$ cat config.mk
export PLATFORM = sky130hd
export DESIGN_NAME = fifo_write_arbiter
export DESIGN_NICKNAME = d
export VERILOG_FILES = /design/src/rtl/fifo_write_arbiter_pkg.sv /design/src/rtl/fifo_arb_rr_pick.sv /design/src/rtl/fifo_write_arbiter.sv
export SDC_FILE = /design/constraint.sdc
export NUM_CORES = 1
export LEC_CHECK = 0
export CORE_ASPECT_RATIO = 0.7
export CORE_UTILIZATION = 30
export CTS_BUF_LIST = sky130_fd_sc_hd__clkbuf_4 sky130_fd_sc_hd__clkbuf_8
export DETAILED_ROUTE_END_ITERATION = 6
export GPL_TIMING_DRIVEN = 0
export PLACE_DENSITY = 0.72
export SYNTH_ARGS = -nofsm -noshare
export SYNTH_HDL_FRONTEND = slang
export SYNTH_SLANG_ARGS = --single-unit
$ cat constraint.sdc
create_clock -name CLK -period 2.8 [get_ports CLK]
set_clock_uncertainty 0.15 [all_clocks]
set_input_delay 0.42 -clock CLK [delete_from_list [all_inputs] [get_ports CLK]]
set_output_delay 0.42 -clock CLK [all_outputs]
set_load 0.005 [all_outputs]
$ cat src/rtl/fifo_write_arbiter_pkg.sv
// Shared types and constants for the FIFO write-port arbiter.
// STALL_CNT_W sizes the optional stall counter (FIFO_WRITE_ARB_STALL_EN).
package fifo_write_arbiter_pkg;

    typedef enum logic [1:0] {
        ARB_IDLE  = 2'd0,
        ARB_BURST = 2'd1,
        ARB_FLUSH = 2'd2
    } arb_state_t;

    localparam int STALL_CNT_W = 16;

    // Saturating increment: holds at all-ones instead of wrapping.
    function automatic logic [STALL_CNT_W-1:0] sat_inc(input logic [STALL_CNT_W-1:0] v);
        logic [STALL_CNT_W-1:0] r;
        if (v == {STALL_CNT_W{1'b1}}) begin
            r = v;
        end else begin
            r = v + STALL_CNT_W'(1);
        end
        return r;
    endfunction

endpackage

$ cat src/rtl/fifo_arb_rr_pick.sv
// Round-robin picker: first set bit of valid when searching from rr_ptr upward, wrapping.
// Rotates the request vector so rr_ptr lands at bit 0, then priority-encodes.
module fifo_arb_rr_pick #(
    parameter int NUM_REQ = 4,
    parameter int IDX_W   = $clog2(NUM_REQ)
) (
    input  logic [NUM_REQ-1:0] valid,
    input  logic [IDX_W-1:0]   rr_ptr,
    output logic               found,
    output logic [IDX_W-1:0]   index
);

    logic [NUM_REQ-1:0] rot_s;

    // Rotate requests so that position k means requester (rr_ptr + k) mod NUM_REQ.
    always_comb begin
        rot_s = {NUM_REQ{1'b0}};
        for (int k = 0; k < NUM_REQ; k++) begin
            rot_s[k] = valid[(int'(rr_ptr) + k) % NUM_REQ];
        end
    end

    // Lowest rotated position wins; scanning downward lets it overwrite higher ones.
    always_comb begin
        found = |valid;
        index = rr_ptr;
        for (int k = NUM_REQ - 1; k >= 0; k--) begin
            index = rot_s[k] ? IDX_W'((int'(rr_ptr) + k) % NUM_REQ) : index;
        end
    end

endmodule

$ cat src/rtl/fifo_write_arbiter.sv
// Burst-granular round-robin arbiter sharing one FIFO write port, plus FIFO flush sequencing.
// Optional stall counter enabled by defining FIFO_WRITE_ARB_STALL_EN.
module fifo_write_arbiter
    import fifo_write_arbiter_pkg::*;
#(
    parameter int WIDTH     = 8,
    parameter int NUM_REQ   = 4,
    parameter int MAX_BURST = 16
) (
    input  logic                       CLK,
    input  logic                       RST,
    input  logic [NUM_REQ-1:0]         REQ_VALID,
    input  logic [NUM_REQ*WIDTH-1:0]   REQ_DATA,
    input  logic [NUM_REQ-1:0]         REQ_LAST,
    output logic [NUM_REQ-1:0]         REQ_READY,
    output logic [WIDTH-1:0]           FIFO_DATA_W,
    output logic                       FIFO_WE,
    input  logic                       FIFO_FULL,
    output logic                       FIFO_SOFT_RST,
    input  logic                       FLUSH_REQ,
    output logic                       FLUSH_DONE,
    output logic [$clog2(NUM_REQ)-1:0] GRANT_ID,
    output logic                       BUSY,
    output logic [STALL_CNT_W-1:0]     STALL_CNT
);

    localparam int IDX_W = $clog2(NUM_REQ);
    localparam int CNT_W = $clog2(MAX_BURST + 1);
    localparam logic [CNT_W-1:0] LAST_BEAT = CNT_W'(MAX_BURST - 1);
    localparam logic [IDX_W-1:0] LAST_IDX  = IDX_W'(NUM_REQ - 1);

    arb_state_t       state_r, state_nxt_s;
    logic [IDX_W-1:0] rr_ptr_r, rr_ptr_nxt_s;
    logic [IDX_W-1:0] grant_r, grant_nxt_s;
    logic [CNT_W-1:0] beat_r, beat_nxt_s;
    logic             pick_found_s;
    logic [IDX_W-1:0] pick_idx_s;
    logic             grant_ready_s;
    logic             xfer_s;
    logic             burst_end_s;

    fifo_arb_rr_pick #(
        .NUM_REQ (NUM_REQ),
        .IDX_W   (IDX_W)
    ) u_pick (
        .valid  (REQ_VALID),
        .rr_ptr (rr_ptr_r),
        .found  (pick_found_s),
        .index  (pick_idx_s)
    );

    // A flush request blocks the handshake in the same cycle so the abandoned burst writes nothing more.
    assign grant_ready_s = (state_r == ARB_BURST) & ~FIFO_FULL & ~FLUSH_REQ;
    assign xfer_s        = grant_ready_s & REQ_VALID[grant_r];
    assign burst_end_s   = REQ_LAST[grant_r] | (beat_r == LAST_BEAT);

    assign FIFO_WE       = xfer_s;
    assign FIFO_DATA_W   = REQ_DATA[int'(grant_r)*WIDTH +: WIDTH];
    assign FIFO_SOFT_RST = (state_r == ARB_FLUSH);
    assign FLUSH_DONE    = (state_r == ARB_FLUSH);
    assign BUSY          = (state_r != ARB_IDLE);
    assign GRANT_ID      = grant_r;

    // Only the current grantee ever sees READY.
    always_comb begin
        REQ_READY          = {NUM_REQ{1'b0}};
        REQ_READY[grant_r] = grant_ready_s;
    end

    // Next-state, grant, round-robin pointer and beat counter.
    always_comb begin
        state_nxt_s  = state_r;
        rr_ptr_nxt_s = rr_ptr_r;
        grant_nxt_s  = grant_r;
        beat_nxt_s   = beat_r;
        case (state_r)
            ARB_IDLE: begin
                if (FLUSH_REQ) begin
                    state_nxt_s = ARB_FLUSH;
                end else if (pick_found_s) begin
                    grant_nxt_s = pick_idx_s;
                    beat_nxt_s  = {CNT_W{1'b0}};
                    state_nxt_s = ARB_BURST;
                end else begin
                    state_nxt_s = ARB_IDLE;
                end
            end
            ARB_BURST: begin
                if (FLUSH_REQ) begin
                    state_nxt_s = ARB_FLUSH;
                end else if (xfer_s && burst_end_s) begin
                    beat_nxt_s   = {CNT_W{1'b0}};
                    rr_ptr_nxt_s = (grant_r == LAST_IDX) ? {IDX_W{1'b0}} : grant_r + IDX_W'(1);
                    state_nxt_s  = ARB_IDLE;
                end else if (xfer_s) begin
                    beat_nxt_s = beat_r + CNT_W'(1);
                end else begin
                    state_nxt_s = ARB_BURST;
                end
            end
            ARB_FLUSH: begin
                rr_ptr_nxt_s = {IDX_W{1'b0}};
                beat_nxt_s   = {CNT_W{1'b0}};
                state_nxt_s  = ARB_IDLE;
            end
            default: begin
                state_nxt_s = ARB_IDLE;
            end
        endcase
    end

    // State and arbitration registers.
    always_ff @(posedge CLK) begin
        if (RST) begin
            state_r  <= ARB_IDLE;
            rr_ptr_r <= {IDX_W{1'b0}};
            grant_r  <= {IDX_W{1'b0}};
            beat_r   <= {CNT_W{1'b0}};
        end else begin
            state_r  <= state_nxt_s;
            rr_ptr_r <= rr_ptr_nxt_s;
            grant_r  <= grant_nxt_s;
            beat_r   <= beat_nxt_s;
        end
    end

`ifdef FIFO_WRITE_ARB_STALL_EN
    logic [STALL_CNT_W-1:0] stall_r;

    // Counts cycles the grantee has a word ready but the FIFO is full.
    always_ff @(posedge CLK) begin
        if (RST) begin
            stall_r <= {STALL_CNT_W{1'b0}};
        end else if (state_r == ARB_FLUSH) begin
            stall_r <= {STALL_CNT_W{1'b0}};
        end else if ((state_r == ARB_BURST) && REQ_VALID[grant_r] && FIFO_FULL) begin
            stall_r <= sat_inc(stall_r);
        end else begin
            stall_r <= stall_r;
        end
    end

    assign STALL_CNT = stall_r;
`else
    assign STALL_CNT = {STALL_CNT_W{1'b0}};
`endif

endmodule

* Yosys cells after proc, flatten, opt, wreduce, memory -nomap -nowiden
Index checks and enable logic that the tools add are counted.
** Word-level totals
- Output and inout bits :: 34
- Bits in registers :: 11
- Input bits :: 44
** Operators by class
- Magnitude comparators :: 6
- Reductions and logical operators :: 13
- Bitwise operators :: 10
- Add/sub/neg operators :: 5
- Eq/ne operators :: 10
- Muxes and demuxes :: 37
- Shift operators :: 1
** Operators with widths (number)
- variable part select 32 x 6 -> 8 bit :: 1
- two-way mux 5 bit :: 5
- two-way mux 2 bit :: 11
- one-hot mux 5 bit (3 select lines) :: 1
- binary-select mux 1 bit (select 2 bit) :: 6
- less-than comparator 3 x 4 -> 1 bit (second input constant) :: 3
- two-way mux 1 bit :: 11
- one-hot mux 2 bit (2 select lines) :: 2
- less-than comparator 2 x 3 -> 1 bit (second input constant) :: 2
- inequality test 2 bit (second input constant) :: 3
- AND reduction 3 bit :: 2
- OR reduction 2 bit :: 3
- adder 5 x 1 -> 5 bit (second input constant) :: 1
- == test 5 x 4 -> 1 bit (second input constant) :: 1
- AND reduction 5 bit :: 1
- adder 2 x 1 -> 2 bit (second input constant) :: 2
- adder 2 bit (second input constant) :: 2
- AND 4 bit :: 1
- == test 2 bit (second input constant) :: 2
- inequality test 4 x 3 -> 1 bit (second input constant) :: 1
- nonzero test 2 bit :: 2
- OR reduction 4 bit :: 1
- AND 1 bit :: 3
- AND 1 bit (first input constant) :: 3
- 10 further kinds :: 12

* Longest topological paths before layout
Gate-level depths: netlist of the first run.
- Word-level depth :: 10
- Depth in mapped cells :: 8
- Gate-level depth less buffers :: 8

* Cells and area by module
From an unflattened synthesis of the first run, not the netlist that was laid out.
** Second synthesis, totals
- Cell total of the unflattened synthesis :: 147
- Area total of the unflattened synthesis :: 1297.5 um^2
** By module, submodules not included
- fifo_write_arbiter :: cells an instance 131, instances 1, area an instance 1193.6 um^2
- fifo_arb_rr_pick :: cells an instance 16, instances 1, area an instance 103.8 um^2

* Worst setup path after synthesis of the first run
Ideal clock, no wire load.
- Kind :: reg2reg
- Start point :: reg beat_r[0]
- End point :: reg rr_ptr_r[0]
- Arrival :: 1.908 ns
- Cell stages (with the launch flop) :: 9
- Data required time :: 2.522 ns
- Path buffers :: 0
- Path slack :: 0.614 ns
- Library setup time :: 0.128 ns
- Cell sequence :: dfxtp_1 > ha_1 > and3_1 > ha_1 > and3b_1 > a22oi_1 > and4_1 > mux2i_1 > nor2_1
** Between the ends
- Longest elaborated chain between the ends :: 5
** Ends and longest elaborated chain
- from (decl) :: line fifo_write_arbiter.sv:35 : logic [CNT_W-1:0] beat_r, beat_nxt_s;
- from (signal assigned) :: line fifo_write_arbiter.sv:118 : beat_r <= {CNT_W{1'b0}};
- from (signal assigned) :: line fifo_write_arbiter.sv:123 : beat_r <= beat_nxt_s;
- == test 5 x 4 -> 1 bit :: line fifo_write_arbiter.sv:55 : assign burst_end_s = REQ_LAST[grant_r] | (beat_r == LAST_BEAT);
- bitwise OR 1 bit :: line fifo_write_arbiter.sv:55
- logical AND 1 bit :: line fifo_write_arbiter.sv:91 : end else if (xfer_s && burst_end_s) begin
- inequality test 2 x 1 -> 1 bit (no source line)
- AND reduction 3 bit (no source line)
- to (signal assigned) :: line fifo_write_arbiter.sv:116 : rr_ptr_r <= {IDX_W{1'b0}};
- to (signal assigned) :: line fifo_write_arbiter.sv:121 : rr_ptr_r <= rr_ptr_nxt_s;
- to (decl) :: line fifo_write_arbiter.sv:33 : logic [IDX_W-1:0] rr_ptr_r, rr_ptr_nxt_s;
Every way passes these cells.
A chain may end at the register's enable or synchronous reset.

* Worst setup path after layout of the first run
- Start point :: in REQ_VALID[3]
- End point :: out FIFO_WE
** Between the ends
- Longest elaborated chain between the ends :: 3
** Ends and longest elaborated chain
- from (decl) :: line fifo_write_arbiter.sv:12 : input logic [NUM_REQ-1:0] REQ_VALID,
- binary-select mux 1 bit (select 2 bit) :: line fifo_write_arbiter.sv:54 : assign xfer_s = grant_ready_s & REQ_VALID[grant_r];
- two-way mux 1 bit (implied by the code) :: line fifo_write_arbiter.sv:54
- AND 1 bit :: line fifo_write_arbiter.sv:54
- to (decl) :: line fifo_write_arbiter.sv:17 : output logic FIFO_WE,
Every way passes these cells. The select of a mux whose other input is x is not followed.

==> results of run 1 <==
registers in the layout, summed over array words and instances, names as in the netlist:
name and cells:
GRANT_ID 2, beat_r 5, rr_ptr_r 2, state_r 2
report_power, final:
part	leakage [nW]	total (mW)	internal [mW]	switching, mW
logic	0.662	0.234	0.154	0.0802
registers	0.0894	0.172	0.164	0.00851
clock network	0.0262	0.172	0.110	0.0624
worst min-delay path: stages, from the launching register on:
cell and delay, ns:
dfxtp_1 0.31, nand2_1 0.05, a21oi_1 0.05
worst paths after layout:
check | end | start | slack (ns)
setup reg to reg | rr_ptr_r[0] | beat_r[0] | 0.41
hold reg to reg | beat_r[4] | beat_r[4] | 0.30
hold / removal | beat_r[4] | beat_r[4] | 0.30
setup / recovery | FIFO_WE | REQ_VALID[3] | 0.13
stage by stage:
| stage | setup slack, ns | area, µm² | util | std cells |
|---|---|---|---|---|
| finish | 0.126 | 1960 | 0.538 | 260 |
| global route | 0.0328 | 1960 | 0.538 | 260 |
| CTS | 0.119 | 1960 | 0.536 | 260 |
| detailed placement | 0.122 | 1910 | 0.523 | 256 |
| global placement | 0.138 | 1910 | 0.523 | 256 |
| floorplan | 0.614 | 1230 | - | 145 |
cells in the mapped netlist, types with 3 or more instances:
cell	n	area share
nor2b_1	5	0.027
nand2_1	8	0.025
o21ai_0	5	0.021
dfxtp_1	11	0.19
mux4_2	9	0.17
mux2i_1	3	0.025
nor3_1	3	0.013
nor2_1	6	0.019
inv_1	9	0.029
a21oi_1	11	0.047
and2_1	5	0.027
buf_4	17	0.11
ha_1	10	0.11
kinds of logic (layout without fill, tap and decap cells):
family                     Yosys count  count (layout)
muxes                               12              12
DFF                                 11              11
AOI/OAI and AO/OA                   23              23
buffers and inverters               30              95
and+or+nand+nor                     43              43
other                                1              16
adders and majority gates           10              10
cell type report:
class                           instances  area share
Multi-Input combinational cell        104       0.425
Timing Repair Buffer                   61       0.311
Sequential cell                        11       0.112
Buffer                                 21      0.0772
Tap cell                               50      0.0319
Clock buffer                            4      0.0249
Inverter                                9      0.0172
routing by layer:
metal	GRT usage	vias up	share of wire
met5	0	-	0
met1	0.172	521	0.45
met3	0.0533	4	0.099
met4	0.0449	0	0.0057
li1	-	595	-
met2	0.280	47	0.45
repair_timing:
item	CTS	global route
endpoints found under the setup margin	0	1
buffers inserted	0	0
hold buffers	0	0
gates resized for setup	0	1
==> results.yml, run 1 <==
status:
  outcome: "finished clean"
drt:
  num_vias: 1167
  postRouteAntennaNets: 0
  drtIter0Drc: 19
  wirelength_um: 2990
  drtPass1Iterations: 4
  via_per_inst: 4.49
  drc: 0
  wl_per_cell_um: 11.5
synth:
  synth_edf_count: 0
  synthMuxAreaShare: 0.197
  synth_xor_area_frac: 0
  synthDistinctLibCells: 38
  synth_compound_area_frac: 0.136
  synth_warnings: 0
  yosys.area_share.simple: 0.213
  syn_area_per_cell_um2: 9.07
  synth_fa_ha_area_frac: 0.106
  syn_area_mm2: 0.00118
  syn_inst: 130
  synth_top_family_by_area: "simple AND/OR/NAND/NOR gates"
  synthArstFlopShare: 0
  synth_top_flop_cell: "dfxtp_1"
  synth_seq_cells: 11
  synth_sequential_area_ratio: 0.187
timing:
  whs_ns: 0.304
  finalCritPeriodShare: 0.955
  finalMaxSlewViolations: 0
  hold_viol_final: 0
  tightestPinTransition_ns: 0.535
  finalSetupTns_ns: 0
  fin_crit_ns: 2.67
  rsz0062_at_grt: "no"
  slew_headroom: 0.641
  fmax_mhz: 374
  setup_viol: 0
die:
  ios: 78
  initial_core_util: 0.323
  die_x_um: 76.9
  dieArea_mm2: 0.00419
  dieHeight_um: 54.4
  core_mm2: 0.00365
  rows: 18
layout:
  n_antenna_cell: 0
  register_area_um2: 220
  nNetsFinal: 265
  multiInputGateArea_um2: 835
  mostFrequentLayoutCell: "clkdlybuf4s50_1"
  area_growth_syn_to_layout_pct: 66.5
  fill_cells: 345
  layout_common_cells: "clkdlybuf4s50_1, buf_4, conb_1"
  layout-drive-gt1-share: 0.176
placement:
  portBuffers: 61
  dp_hpwl_um: 2490
  gp_congestion: 0.756
pwr:
  vdd_drop_max_mv: 0.241
  power_density_mw_per_mm2: 295
  leakage_nw: 0.778
  p_total_mw: 0.579
setup_path:
  cp.depth: 4
  critPathMostFrequentCell: "clkdlybuf4s50_1"
  cp-start-kind: "input pin"
  cp_top_family: "buffers and inverters"
  path_cells: "clkdlybuf4s50_1, mux4_2, and2_1, clkdlybuf4s50_1"
  reg2reg_depth: 8
  critPathKind: "in -> out"
  critPathArrivalTime_ns: 2.10
  cp-end-kind: "output port"
  worstPathRequired_ns: 2.23
  cp_num_buf_inv: 2
  crit_path_max_incr_delay_ns: 0.54
  cp_max_fo: 7
  crit_slowest_cell: "mux4_2"
global_routing:
  grt_max_degree: 11
  grt_pass1_wl_um: 4910
  first_global_vias: 1091
  antenna_found_initial: 0
  globalRouteTotalUtil: 0.152
  grt-ovfl-total: 0
clock_tree:
  cts.sinks: 11
  path_clk_slew_ns: 0.05
  cts-htree-levels: 1
  clk_path_buf_depth: 2
  cts_buffers: 3
  clk_latency_ns: 0.24
  root_buffer: "clkbuf_8"
  cts_tree: "yes"
hold_path:
  min_delay_path_depth: 2
  hold_class: "reg -> reg"
job:
  drv_cap: 0
Power figures use the tool's default switching activity.
==> run 2: changes to the inputs <==
Settings changed: CORE_UTILIZATION 30 to 35, PLACE_DENSITY 0.72 to 0.82.
==> run 2 against run 1 <==
The flow now finishes with violations (DRC). Register-to-register slack worse by 0.20 ns. Utilization up 7.5 points. Largest cell class unchanged. First-iteration DRC count up 140%. Sequential share of layout area up 0.12 points. Cell area down 1.0%. Power up 0.31%. Final cell count down 4.6%.
==> results.yml, run 2 (synthesized netlist as in run 1, its figures left out) <==
status:
  outcome: "finished, violations left"
  violations: "DRC"
layout:
  layout-drive-gt1-share: 0.171
  mostFrequentLayoutCell: "clkdlybuf4s50_1"
  largest_register_ffs: 5
  layout_common_cells: "clkdlybuf4s50_1, buf_4, conb_1"
  nNetsFinal: 265
  area_growth_syn_to_layout_pct: 64.8
  stdcell_count: 248
  n_antenna_cell: 0
  regMostFlops: "beat_r"
  fill_cells: 280
clock_tree:
  cts-htree-levels: 1
  path_clk_slew_ns: 0.05
  cts_buffers: 3
  clk_path_buf_depth: 2
  post_cts_resized: 0
  clk_latency_ns: 0.24
  root_buffer: "clkbuf_8"
  hold_buffers: 0
  post_cts_buffers: 0
  cts_tree: "yes"
  cts.sinks: 11
global_routing:
  grt_pass1_wl_um: 4900
  globalRouteTotalUtil: 0.178
  grt-ovfl-total: 0
  grt_max_degree: 11
  first_global_vias: 1045
  antenna_found_initial: 0
placement:
  portBuffers: 61
  gp_congestion: 0.755
  dp_hpwl_um: 2560
  place_inst: 244
timing:
  finalSetupTns_ns: 0
  finalCritPeriodShare: 0.956
  hold_viol_final: 0
  rsz0062_at_grt: "no"
  fin_crit_ns: 2.68
  fmax_mhz: 374
  tightestPinTransition_ns: 0.713
  setup_viol: 0
  finalMaxSlewViolations: 0
  whs_ns: 0.312
  slew_headroom: 0.525
job:
  drv_cap: 0
setup_path:
  critPathKind: "in -> out"
  critPathArrivalTime_ns: 2.11
  cp_max_fo: 7
  worstPathRequired_ns: 2.23
  cp-end-kind: "output port"
  cp-start-kind: "input pin"
  crit_slowest_cell: "mux4_2"
  critPathMostFrequentCell: "clkdlybuf4s50_1"
  path_cells: "clkdlybuf4s50_1, mux4_2, and2_1, clkdlybuf4s50_1"
  crit_path_max_incr_delay_ns: 0.53
die:
  dieHeight_um: 50.6
  dieArea_mm2: 0.00361
  rows: 17
  core_mm2: 0.00317
  ios: 78
  initial_core_util: 0.372
  die_x_um: 71.4
drt:
  num_vias: 1178
  wirelength_um: 3110
  via_per_inst: 4.75
  drc: 9
  drtIter0Drc: 46
  drtPass1Iterations: 6
  wl_per_cell_um: 12.5
  postRouteAntennaNets: 0
pwr:
  vdd_drop_max_mv: 0.231
  power_density_mw_per_mm2: 299
  leakage_nw: 0.777
hold_path:
  hold_class: "reg -> reg"
[run 2: cell types whose count changed in the layout (fill, tap and decap cells not counted)]
cell / previous run / this run
a22oi_1: 0 / 1
a22oi_2: 1 / 0
[run 2: layer usage]
layer / vias up / global-route usage / part of all wire
met3: 2 / 0.0643 / 0.12
met2: 55 / 0.330 / 0.48
met1: 520 / 0.198 / 0.40
met5: - / 0 / 0
li1: 601 / - / -
met4: 0 / 0.0300 / 0.0026
[run 2: worst max-delay path: cells and delay by family]
kind	cells	cell delay (ns)
AND/OR/NAND/NOR	1	0.20
multiplexers	1	0.53
buffers and inverters	2	0.96
[run 2: final cells by class]
cell class	count	area, µm²	area share
Buffer	21	151	0.0780
Tap cell	38	47.5	0.0245
Multi-Input combinational cell	104	830	0.427
Clock buffer	4	48.8	0.0251
Sequential cell	11	220	0.113
Timing Repair Buffer	61	611	0.314
Inverter	9	33.8	0.0174
[run 2: through the flow]
step / setup slack [ns] / total power [mW] / cell area, µm² / util
final: 0.124 / 0.581 / 1940 / 0.613
after detailed placement: 0.129 / 0.411 / 1890 / 0.597
after global placement: 0.134 / 0.408 / 1890 / 0.597
after floorplan: 0.614 / 0.287 / 1230 / -
after global routing: 0.00334 / 0.621 / 1940 / 0.613
after CTS: 0.0969 / 0.584 / 1940 / 0.613
[run 2: path summary, 6_finish.rpt]
| kind | start | to | slack, ns | cells after the start |
|---|---|---|---|---|
| worst max register to register | beat_r[0] | rr_ptr_r[0] | 0.21 | 8 |
| worst min-delay path | beat_r[4] | beat_r[4] | 0.31 | 2 |
| worst min register to register | beat_r[4] | beat_r[4] | 0.31 | 2 |
| worst max-delay path | REQ_VALID[3] | FIFO_WE | 0.12 | 4 |
[run 2: where the power goes]
group | total [mW] | internal [mW] | leakage, nW | switching (mW)
logic | 0.235 | 0.154 | 0.662 | 0.0814
registers | 0.172 | 0.163 | 0.0894 | 0.00894
clock network | 0.173 | 0.110 | 0.0262 | 0.0631
total | 0.581 | 0.427 | 0.777 | 0.153
==> run 3: changes to the inputs <==
Settings changed: CORE_MARGIN set to 10.
==> run 3 against run 2 <==
The flow now finishes without violations. Power fell by 0.26%. Wire length rose by 26%. Sequential power barely moved. Final cell count did not move. Setup slack got worse by 0.011 ns. Clock power fell by 2%. Utilization fell by 0.41 points. Die area rose by 70%. Register-to-register slack improved by 0.06 ns. Maximum frequency fell by 0.40%. Cell area did not move. Critical endpoint is now FIFO_DATA_W[0]. Largest cell class unchanged. Largest power group unchanged.
==> results.yml, run 3 (synthesized netlist as in run 1, its figures left out) <==
die:
  initial_core_util: 0.369
  dieArea_mm2: 0.00613
  ios: 78
  die_x_um: 89.4
  rows: 17
  core_mm2: 0.00319
  dieHeight_um: 68.6
hold_path:
  hold_class: "reg -> reg"
  holdPathEnd: "beat_r[4]"
  min_delay_path_depth: 2
  worstHoldStart: "beat_r[4]"
setup_path:
  r2r-end: "rr_ptr_r[0]"
  cp-start-kind: "flop"
  reg2reg_depth: 8
  cp-end-kind: "output port"
  r2r_start: "beat_r[0]"
  r2r_slack_ns: 0.27
  critPathArrivalTime_ns: 2.12
  cp_max_fo: 10
  worstPathRequired_ns: 2.23
  critPathKind: "reg -> out"
pwr:
  power_density_mw_per_mm2: 298
  vdd_drop_max_mv: 0.251
  p_total_mw: 0.579
  leakage_nw: 0.777
timing:
  fin_crit_ns: 2.69
  finalCritPeriodShare: 0.960
  tightestPinTransition_ns: 0.701
  finalSetupTns_ns: 0
  slew_headroom: 0.533
  fmax_mhz: 372
  setup_viol: 0
  finalMaxSlewViolations: 0
  rsz0062_at_grt: "no"
  hold_viol_final: 0
drt:
  via_per_inst: 4.75
  postRouteAntennaNets: 0
  drtPass1Iterations: 4
  wl_per_cell_um: 15.8
  drc: 0
  num_vias: 1179
  wirelength_um: 3910
  drtIter0Drc: 44
layout:
  regMostFlops: "beat_r"
  nNetsFinal: 265
  area_growth_syn_to_layout_pct: 64.8
  layout_common_cells: "clkdlybuf4s50_1, buf_4, conb_1"
  fill_cells: 281
  n_antenna_cell: 0
  largest_register_ffs: 5
  layout-drive-gt1-share: 0.171
  mostFrequentLayoutCell: "clkdlybuf4s50_1"
global_routing:
  antenna_found_initial: 0
  grt_max_degree: 11
  globalRouteTotalUtil: 0.121
  grt-ovfl-total: 0
  first_global_vias: 1121
  grt_pass1_wl_um: 5840
placement:
  portBuffers: 61
  gp_congestion: 0.835
  dp_hpwl_um: 3390
clock_tree:
  post_cts_resized: 0
  cts_tree: "yes"
  clk_latency_ns: 0.24
  path_clk_slew_ns: 0.05
  cts_buffers: 3
  cts-htree-levels: 1
  cts.sinks: 11
  root_buffer: "clkbuf_8"
  post_cts_buffers: 0
  hold_buffers: 0
  clk_path_buf_depth: 2
status:
  outcome: "finished clean"
job:
  drv_cap: 0
## run 3: cell counts in the layout (fill, tap and decap cells not counted)
No cell type changed its count.
## run 3: per-stage QoR
step	instance area (µm²)	utilization	hold slack [ns]	setup slack (ns)	instances
after floorplan	1230	-	0.282	0.614	145
after global placement	1890	0.593	0.291	0.120	244
after detailed placement	1890	0.593	0.302	0.122	244
after CTS	1940	0.609	0.309	0.0822	248
after global routing	1940	0.609	0.341	0.00385	248
final	1940	0.609	0.312	0.113	248
## run 3: critical path, stage by stage, from the launching register on
cell and delay, ns:
dfxtp_1 0.41, buf_6 0.16, buf_2 0.29, mux4_2 0.54
clkdlybuf4s50_1 0.47
## run 3: routing by layer
| metal | share of wire | global-route usage |
|---|---|---|
| met1 | 0.43 | 0.139 |
| met2 | 0.48 | 0.222 |
| met3 | 0.096 | 0.0492 |
| met4 | 0 | 0 |
| met5 | 0 | 0 |
## run 3: how the worst max path moves through the flow
| stage | startpoint | to | slack, ns | depth (start not counted) |
|---|---|---|---|---|
| 2_1_floorplan | beat_r[0] | rr_ptr_r[0] | 0.61 | 8 |
| 3_3_place_gp | REQ_VALID[3] | FIFO_WE | 0.12 | 4 |
| 3_5_place_dp | REQ_VALID[3] | FIFO_WE | 0.12 | 4 |
| 4_1_cts | GRANT_ID[0] | FIFO_DATA_W[0] | 0.08 | 4 |
| 5_1_grt | GRANT_ID[1] | REQ_READY[0] | 0.004 | 5 |
| 6_report | GRANT_ID[0] | FIFO_DATA_W[0] | 0.11 | 4 |
## run 3: power by group
group / leakage, nW / switching [mW] / internal (mW)
Clock: 0.0262 / 0.0590 / 0.110
Sequential: 0.0894 / 0.00883 / 0.164
Combinational: 0.662 / 0.0839 / 0.154
Total: 0.777 / 0.152 / 0.427
## run 3: final cells by class
class / count / area [µm²] / area share
inverter: 9 / 33.8 / 0.0174
timing repair buffer: 61 / 611 / 0.314
buffer: 21 / 151 / 0.0780
clock buffer: 4 / 48.8 / 0.0251
tap: 38 / 47.5 / 0.0245
multi-input combinational: 104 / 830 / 0.427
sequential: 11 / 220 / 0.113
